File: src/rtl/ex_pkg.sv
// Shared execute-unit encodings: function-group codes and per-group op codes,
// common to the decoder, dispatch and the ALU execute pipe.
package ex_pkg;

   localparam int EX_UNIT_W = 3;
   localparam int EX_OP_W   = 2;

   typedef enum logic [EX_UNIT_W-1:0] {
      EX_UNIT_ARITH = 3'd0,
      EX_UNIT_LOGIC = 3'd1,
      EX_UNIT_SHIFT = 3'd2
   } ex_unit_e;

   typedef enum logic [EX_OP_W-1:0] {
      EX_OP_ADD  = 2'd0,
      EX_OP_SUB  = 2'd1,
      EX_OP_SLT  = 2'd2,
      EX_OP_SLTU = 2'd3
   } ex_arith_op_e;

   typedef enum logic [EX_OP_W-1:0] {
      EX_OP_AND = 2'd0,
      EX_OP_OR  = 2'd1,
      EX_OP_XOR = 2'd2,
      EX_OP_NOR = 2'd3
   } ex_logic_op_e;

   typedef enum logic [EX_OP_W-1:0] {
      EX_OP_SLL = 2'd0,
      EX_OP_SRL = 2'd1,
      EX_OP_SRA = 2'd2,
      EX_OP_ROL = 2'd3
   } ex_shift_op_e;

endpackage

File: src/rtl/ex_alu_core.sv
// Combinational integer function table: arithmetic/compare, bitwise logic and
// shift/rotate groups. Everything wraps modulo 2^W; no flags are produced.
module ex_alu_core
   import ex_pkg::*;
#(
   parameter int W = 64
) (
   input  logic [W-1:0]         in1,
   input  logic [W-1:0]         in2,
   input  logic [EX_UNIT_W-1:0] unit,
   input  logic [EX_OP_W-1:0]   op,
   output logic [W-1:0]         result
);

   localparam int SHW = $clog2(W);

   logic [SHW-1:0] sh;
   logic [W-1:0]   arith_res;
   logic [W-1:0]   logic_res;
   logic [W-1:0]   shift_res;

   assign sh = in2[SHW-1:0];

   always_comb begin
      arith_res = '0;
      case (op)
         EX_OP_ADD:  arith_res = in1 + in2;
         EX_OP_SUB:  arith_res = in1 - in2;
         EX_OP_SLT:  arith_res = {{(W-1){1'b0}}, ($signed(in1) < $signed(in2))};
         EX_OP_SLTU: arith_res = {{(W-1){1'b0}}, (in1 < in2)};
         default:    arith_res = '0;
      endcase
   end

   always_comb begin
      logic_res = '0;
      case (op)
         EX_OP_AND: logic_res = in1 & in2;
         EX_OP_OR:  logic_res = in1 | in2;
         EX_OP_XOR: logic_res = in1 ^ in2;
         EX_OP_NOR: logic_res = ~(in1 | in2);
         default:   logic_res = '0;
      endcase
   end

   // A shift by W yields zero, so a rotate by 0 degenerates to in1 without a special case.
   always_comb begin
      shift_res = '0;
      case (op)
         EX_OP_SLL: shift_res = in1 << sh;
         EX_OP_SRL: shift_res = in1 >> sh;
         EX_OP_SRA: shift_res = $signed(in1) >>> sh;
         EX_OP_ROL: shift_res = (in1 << sh) | (in1 >> (W - int'(sh)));
         default:   shift_res = '0;
      endcase
   end

   always_comb begin
      result = '0;
      case (unit)
         EX_UNIT_ARITH: result = arith_res;
         EX_UNIT_LOGIC: result = logic_res;
         EX_UNIT_SHIFT: result = shift_res;
         default:       result = '0;
      endcase
   end

endmodule

File: src/rtl/ex_alu_pipe.sv
// ALU execute pipe: DEPTH stages of {valid, result, tag} with per-stage
// advance, bubble collapse, stall hold at commit and a flush that kills all.
module ex_alu_pipe
   import ex_pkg::*;
#(
   parameter int W     = 64,
   parameter int DEPTH = 2,
   parameter int RN_W  = 6
) (
   input  logic                 clk,
   input  logic                 rst_n,
   input  logic [W-1:0]         in1,
   input  logic [W-1:0]         in2,
   input  logic                 ex_enable,
   output logic                 ex_busy,
   input  logic [RN_W-1:0]      rd_in_rn,
   input  logic [EX_UNIT_W-1:0] unit,
   input  logic [EX_OP_W-1:0]   op,
   input  logic                 flush,
   output logic [W-1:0]         out,
   output logic [RN_W-1:0]      rd_out_rn,
   output logic                 valid,
   input  logic                 stall
);

   logic [W-1:0]     alu_res;

   logic [DEPTH-1:0] v_q,   v_d;
   logic [W-1:0]     res_q [DEPTH];
   logic [W-1:0]     res_d [DEPTH];
   logic [RN_W-1:0]  tag_q [DEPTH];
   logic [RN_W-1:0]  tag_d [DEPTH];

   logic [DEPTH-1:0] adv;
   logic             ready;

   ex_alu_core #(
      .W (W)
   ) u_core (
      .in1    (in1),
      .in2    (in2),
      .unit   (unit),
      .op     (op),
      .result (alu_res)
   );

   // Advance chain runs from commit backwards: a stage moves if the next one is
   // empty or is itself moving on this edge.
   always_comb begin
      adv            = '0;
      adv[DEPTH-1]   = v_q[DEPTH-1] & ~stall;
      for (int i = DEPTH - 2; i >= 0; i--) begin
         adv[i] = v_q[i] & (~v_q[i+1] | adv[i+1]);
      end
   end

   assign ready   = ~v_q[0] | adv[0];
   assign ex_busy = ~ready;

   always_comb begin
      v_d   = v_q;
      res_d = res_q;
      tag_d = tag_q;

      for (int i = DEPTH - 1; i >= 1; i--) begin
         if (adv[i-1]) begin
            v_d[i]   = 1'b1;
            res_d[i] = res_q[i-1];
            tag_d[i] = tag_q[i-1];
         end else if (adv[i]) begin
            v_d[i] = 1'b0;
         end
      end

      if (ex_enable && ready) begin
         v_d[0]   = 1'b1;
         res_d[0] = alu_res;
         tag_d[0] = rd_in_rn;
      end else if (adv[0]) begin
         v_d[0] = 1'b0;
      end

      // Kill beats everything, including a stall-held result and a same-cycle issue.
      if (flush) begin
         v_d = '0;
      end
   end

   always_ff @(posedge clk or negedge rst_n) begin
      if (!rst_n) begin
         v_q <= '0;
         for (int i = 0; i < DEPTH; i++) begin
            res_q[i] <= '0;
            tag_q[i] <= '0;
         end
      end else begin
         v_q   <= v_d;
         res_q <= res_d;
         tag_q <= tag_d;
      end
   end

   assign valid     = v_q[DEPTH-1];
   assign out       = res_q[DEPTH-1];
   assign rd_out_rn = tag_q[DEPTH-1];

`ifndef SYNTHESIS
   always_ff @(posedge clk) begin
      if (rst_n) begin
         assert (!(ex_enable && ex_busy))
            else $warning("ex_alu_pipe: operation for tag %0d dropped while busy", rd_in_rn);
      end
   end
`endif

endmodule

File: config.mk
export PLATFORM = sky130hd
export DESIGN_NAME = ex_alu_pipe
export DESIGN_NICKNAME = d
export VERILOG_FILES = /design/src/rtl/ex_pkg.sv /design/src/rtl/ex_alu_core.sv /design/src/rtl/ex_alu_pipe.sv
export SDC_FILE = /design/constraint.sdc
export NUM_CORES = 2
export LEC_CHECK = 0
export ABC_AREA = 1
export CORE_MARGIN = 2
export CORE_UTILIZATION = 50
export CTS_BUF_LIST = sky130_fd_sc_hd__clkbuf_8
export CTS_CLUSTER_DIAMETER = 30
export DETAILED_ROUTE_END_ITERATION = 12
export HOLD_SLACK_MARGIN = 0.05
export PLACE_DENSITY = 0.79
export SYNTH_ARGS = -nofsm -noshare
export SYNTH_HDL_FRONTEND = slang
export SYNTH_SLANG_ARGS = --single-unit
File: constraint.sdc
create_clock -name clk -period 1.6 [get_ports clk]
set_clock_uncertainty 0.15 [all_clocks]
set_input_delay 0.24 -clock clk [delete_from_list [all_inputs] [get_ports clk]]
set_output_delay 0.24 -clock clk [all_outputs]
set_load 0.01 [all_outputs]
==> results.toml, run 1 <==
[yosys]
synth-edff-count = 0
synth_seq_area_share_pct = 10.4
synthesis.nets = 6875
ys_types = 62
yosysWarningCount = 0
yosys_register_bits = 142
syn_area_mm2 = 0.0342
synth_area_per_cell_um2 = 5.24
netlist.area_leader.share_pct = 23.8
synthArstFlopShare_pct = 100
synth_area_leaders = "nand2_1 (24%), nand3_1 (17%), dfrtp_1 (10%)"
synth_top_cells_by_count = "nand2_1 (2,171), nand3_1 (1,159), inv_1 (596)"
synth_largest_area_cell = "nand2_1"
synthFlopType = "dfrtp_1"
syn_inst = 6535
yosysMostFrequentCell = "nand2_1"

[clock_network]
numClockSinks = 142
cts_buffers = 17
root_buffer = "clkbuf_8"
htree_levels = 4
max-clock-path-buffers = 2

[outcome]
status = "aborted with a tool error"
stop_stage = "global routing"
tool.error = "[ERROR GRT-0116] Global routing finished with congestion. Check the congestion regions in the DRC Viewer."

[global_routing]
grt_pass1_wl_mm = 437
grt_max_degree = 77
grt_pass1_vias = 64200
grtUsageTotal_pct = 80.4
overflow = 452

[die]
rows = 95
ios = 216
initial_core_util_pct = 50.7
die_w_um = 266
die_y_um = 266

[place]
gp_congestion = 1.28
hpwl_mm = 191
dp.cells = 8712
numPortBuffers = 215
[per-layer routing]
| metal | GRT usage (%) | overflow |
|---|---|---|
| met1 | 80.1 | 1 |
| met2 | 96.6 | 270 |
| met3 | 67.2 | 4 |
| met4 | 79.0 | 176 |
| met5 | 29.7 | 1 |
[metrics by stage]
step           area (um2)  util (%)  setup slack, ns
3_3_place_gp        48100      71.3            -2.20
2_1_floorplan       35400         -           -0.842
4_1_cts             54800      81.2           -0.661
3_5_place_dp        48100      71.3            -2.26
[logic make-up after synthesis]
group / after synthesis / share of synthesized area, %
AOI/OAI and AO/OA: 1020 / 16.6
adders and majority gates: 196 / 7.21
muxes: 53 / 1.73
xor gates and xnor gates: 5 / 0.128
buffers and inverters: 1070 / 13.9
and+or+nand+nor: 4049 / 50.0
DFF: 142 / 10.4
[what timing repair did]
item | 4_1_cts
hold endpoints to repair | 142
setup endpoints to repair | 142
hold buffers | 3
pin swaps | 377
buffers inserted | 111
resized for setup | 1825
cloned | 6
==> inputs of run 2 (changes only) <==
--- a/config.mk
+++ b/config.mk
@@ -7,12 +7,9 @@
 export LEC_CHECK = 0
 export ABC_AREA = 1
 export CORE_MARGIN = 2
-export CORE_UTILIZATION = 50
-export CTS_BUF_LIST = sky130_fd_sc_hd__clkbuf_8
-export CTS_CLUSTER_DIAMETER = 30
+export CORE_UTILIZATION = 35
 export DETAILED_ROUTE_END_ITERATION = 12
-export HOLD_SLACK_MARGIN = 0.05
-export PLACE_DENSITY = 0.79
+export PLACE_DENSITY_LB_ADDON = 0.15
 export SYNTH_ARGS = -nofsm -noshare
 export SYNTH_HDL_FRONTEND = slang
 export SYNTH_SLANG_ARGS = --single-unit
==> constraint.sdc (replaced) <==
create_clock -name clk -period 2.1 [get_ports clk]
set_clock_uncertainty 0.15 [all_clocks]
set_input_delay 0.315 -clock clk [delete_from_list [all_inputs] [get_ports clk]]
set_output_delay 0.315 -clock clk [all_outputs]
set_load 0.01 [all_outputs]
==> results.toml, run 2 <==
[sta]
post-route-min-period_ns = 2.62
holdWs_ns = 0.110
worst_pin_slew_ns = 0.698
period_share_pct = 125
fmax_ghz = 0.381
relSlewSlack_pct = 53.4
fin_tns_setup_ns = -24.33
fin_ws_ns = -0.522
slew_violations = 0
setup_viol = 64
rsz0062_at_grt = "yes"
hold_violations = 0

[die]
core-area_mm2 = 0.0969
die_w_um = 317
rows = 114
die_area_mm2 = 0.100
die_y_um = 317
ios = 216
initial_core_util_pct = 35.3

[yosys]
yosysMostFrequentCell = "nand2_1"
syn_inst = 6535
yosys_register_bits = 142
synth-edff-count = 0
ys_types = 62
yosysWarningCount = 0
netlist.area_leader.share_pct = 23.8
synthArstFlopShare_pct = 100
syn_area_mm2 = 0.0342
synth_largest_area_cell = "nand2_1"
synthesis.nets = 6875
synth_area_leaders = "nand2_1 (24%), nand3_1 (17%), dfrtp_1 (10%)"
synth_top_cells_by_count = "nand2_1 (2,171), nand3_1 (1,159), inv_1 (596)"
synthFlopType = "dfrtp_1"
synth_seq_area_share_pct = 10.4
synth_area_per_cell_um2 = 5.24

[global_routing]
grt_max_degree = 83
antenna_found_initial = 9
grt_pass1_wl_mm = 375
grt_pass1_vias = 54100
overflow = 0
grtUsageTotal_pct = 52.4

[outcome]
violations = "setup timing"
status = "finished with violations"

[drt]
wl_per_cell_um = 29.1
routed_wl_mm = 275
drtAntennaViolNets = 0
drtIter0Drc = 8051
vias = 57000
drc = 0
dr.pass1.iters = 9
viasPerCell = 6.03

[clock_network]
path_clk_slew_ns = 0.11
clk_latency_ns = 0.52
cts_tree = "built"
cts_buffers = 17
htree_levels = 4
max-clock-path-buffers = 2
numClockSinks = 142
root_buffer = "clkbuf_16"

[power_and_ir_drop]
peakVddDrop_mv = 0.668
power.leakage_uw = 0.0297
power_density_mw_per_mm2 = 429

[cells_and_area]
final_nets = 8505
ff_latch_area_mm2 = 0.00355
layout_commonest_cell = "nand2_1"
layout_common_cells = "nand2_1 (1,657), buf_4 (1,617), nand3_1 (827), inv_1 (437), nand2_2 (382)"
multi_input_area_mm2 = 0.0340
area_delta_synth_final_pct = 74.7
n_fill_cell = 9308
final_cells = 9458
drive_gt1_share_pct = 45.7

[critical_path]
cp_top_family = "simple AND/OR/NAND/NOR gates"
crit_top_cell = "nand2_1"
critPathBufInv = 6
arrival_ns = 2.85
critPathSlowestCell = "ha_4"
cp.required_ns = 2.32
crit_fanout = 7
criticalPathCategory = "in -> reg"
path_cells = "buf_12, inv_12, ha_4, buf_12, buf_12, buf_6, nand3_4, buf_6, nand3_4, nand3_2, nand2_2, nand2_1, nand3_2, nand3_1, nand2_2, o21ai_0, nand2_1, nand2_2, nand2_1, nand2_1"
cpPeakStageDelay_ns = 0.34
cp-end-kind = "register"
critPathLaunchType = "primary input"

[place]
dp.cells = 9276
gp_congestion = 1.15
hpwl_mm = 222
numPortBuffers = 215

[worst_hold_path]
hp-class = "in -> async"

[flow_run]
cap_violations = 0
## run 2: cell counts after synthesis
Identical to the previous run, type by type.
## run 2: path summary, 6_finish.rpt
kind	slack [ns]	end	start	cells after the start
max reg2reg	0.05	res_q[124]$_DFFE_PN0P_	v_q[1]$_DFFE_PN0P_	11
min in group clk	0.25	tag_q[8]$_DFFE_PN0P_	rd_in_rn[2]	3
max	-0.52	res_q[78]$_DFFE_PN0P_	in2[0]	20
max in group asynchronous	1.07	res_q[72]$_DFFE_PN0P_	rst_n	3
min	0.11	res_q[110]$_DFFE_PN0P_	rst_n	2
min reg2reg	0.33	res_q[82]$_DFFE_PN0P_	res_q[82]$_DFFE_PN0P_	2
## run 2: stage by stage
| step | cell area (um2) | setup slack (ns) | utilization, % | power (uW) |
|---|---|---|---|---|
| final | 59800 | -0.522 | 61.7 | 25600 |
| after global routing | 59800 | -0.507 | 61.7 | 26400 |
| after CTS | 56500 | -0.376 | 58.4 | 23600 |
| after detailed placement | 50200 | -1.91 | 51.9 | 18500 |
| after global placement | 50200 | -1.92 | 51.9 | 18400 |
| after floorplan | 35400 | -0.417 | - | 10300 |
## run 2: report_power, final
group / switching [uW] / internal, uW
Clock: 1570 / 1790
Combinational: 11300 / 7550
Sequential: 292 / 3110
Total: 13200 / 12500
## run 2: timing repair
action | in CTS | in global routing
endpoints found under the hold margin | 142 | 0
setup buffers | 97 | 55
hold buffers | 1 | 0
gates resized for setup | 1620 | 940
gates cloned | 4 | 3
pin swaps | 302 | 309
setup endpoints to repair | 65 | 65
## run 2: final cells by class
type	count	area share [%]
clock inverters	15	0.291
flip-flops and latches	142	5.94
diodes	4	0.0167
clock buffers	17	0.711
repair buffers	2066	29.3
inverters	615	4.14
multi-input cells	5323	56.9
well taps	1276	2.67
## run 2: kinds of logic (layout without fill, tap and decap cells)
kind of cell | Yosys count | count (layout) | share of synthesized area (%)
simple gates | 4049 | 4049 | 50.0
mux | 53 | 53 | 1.73
fa+ha+maj | 196 | 196 | 7.21
xor+xnor | 5 | 5 | 0.128
buf+inv | 1070 | 2713 | 13.9
other cells | 0 | 4 | 0
compound gates | 1020 | 1020 | 16.6
flops | 142 | 142 | 10.4
## run 2: worst reg2reg max path: stages (launching register included)
cell	delay, ns
dfrtp_1	0.38
nand2_1	0.10
nor2_2	0.05
inv_1	0.08
nand2_2	0.11
inv_2	0.09
buf_12	0.15
buf_4	0.18
buf_12	0.20
o21ai_0	0.15
a21oi_1	0.21
a21oi_1	0.09
## run 2: metal layers
layer  vias to the layer above  wire length (um)  GRT usage [%]
met5                         -                69              0
met1                     26600             94700           59.1
met4                        12             34700           51.7
met3                      1425             31700           14.3
li1                      24800                 -              -
met2                      4178            114000           79.1
(Power assumes the default switching activity.)
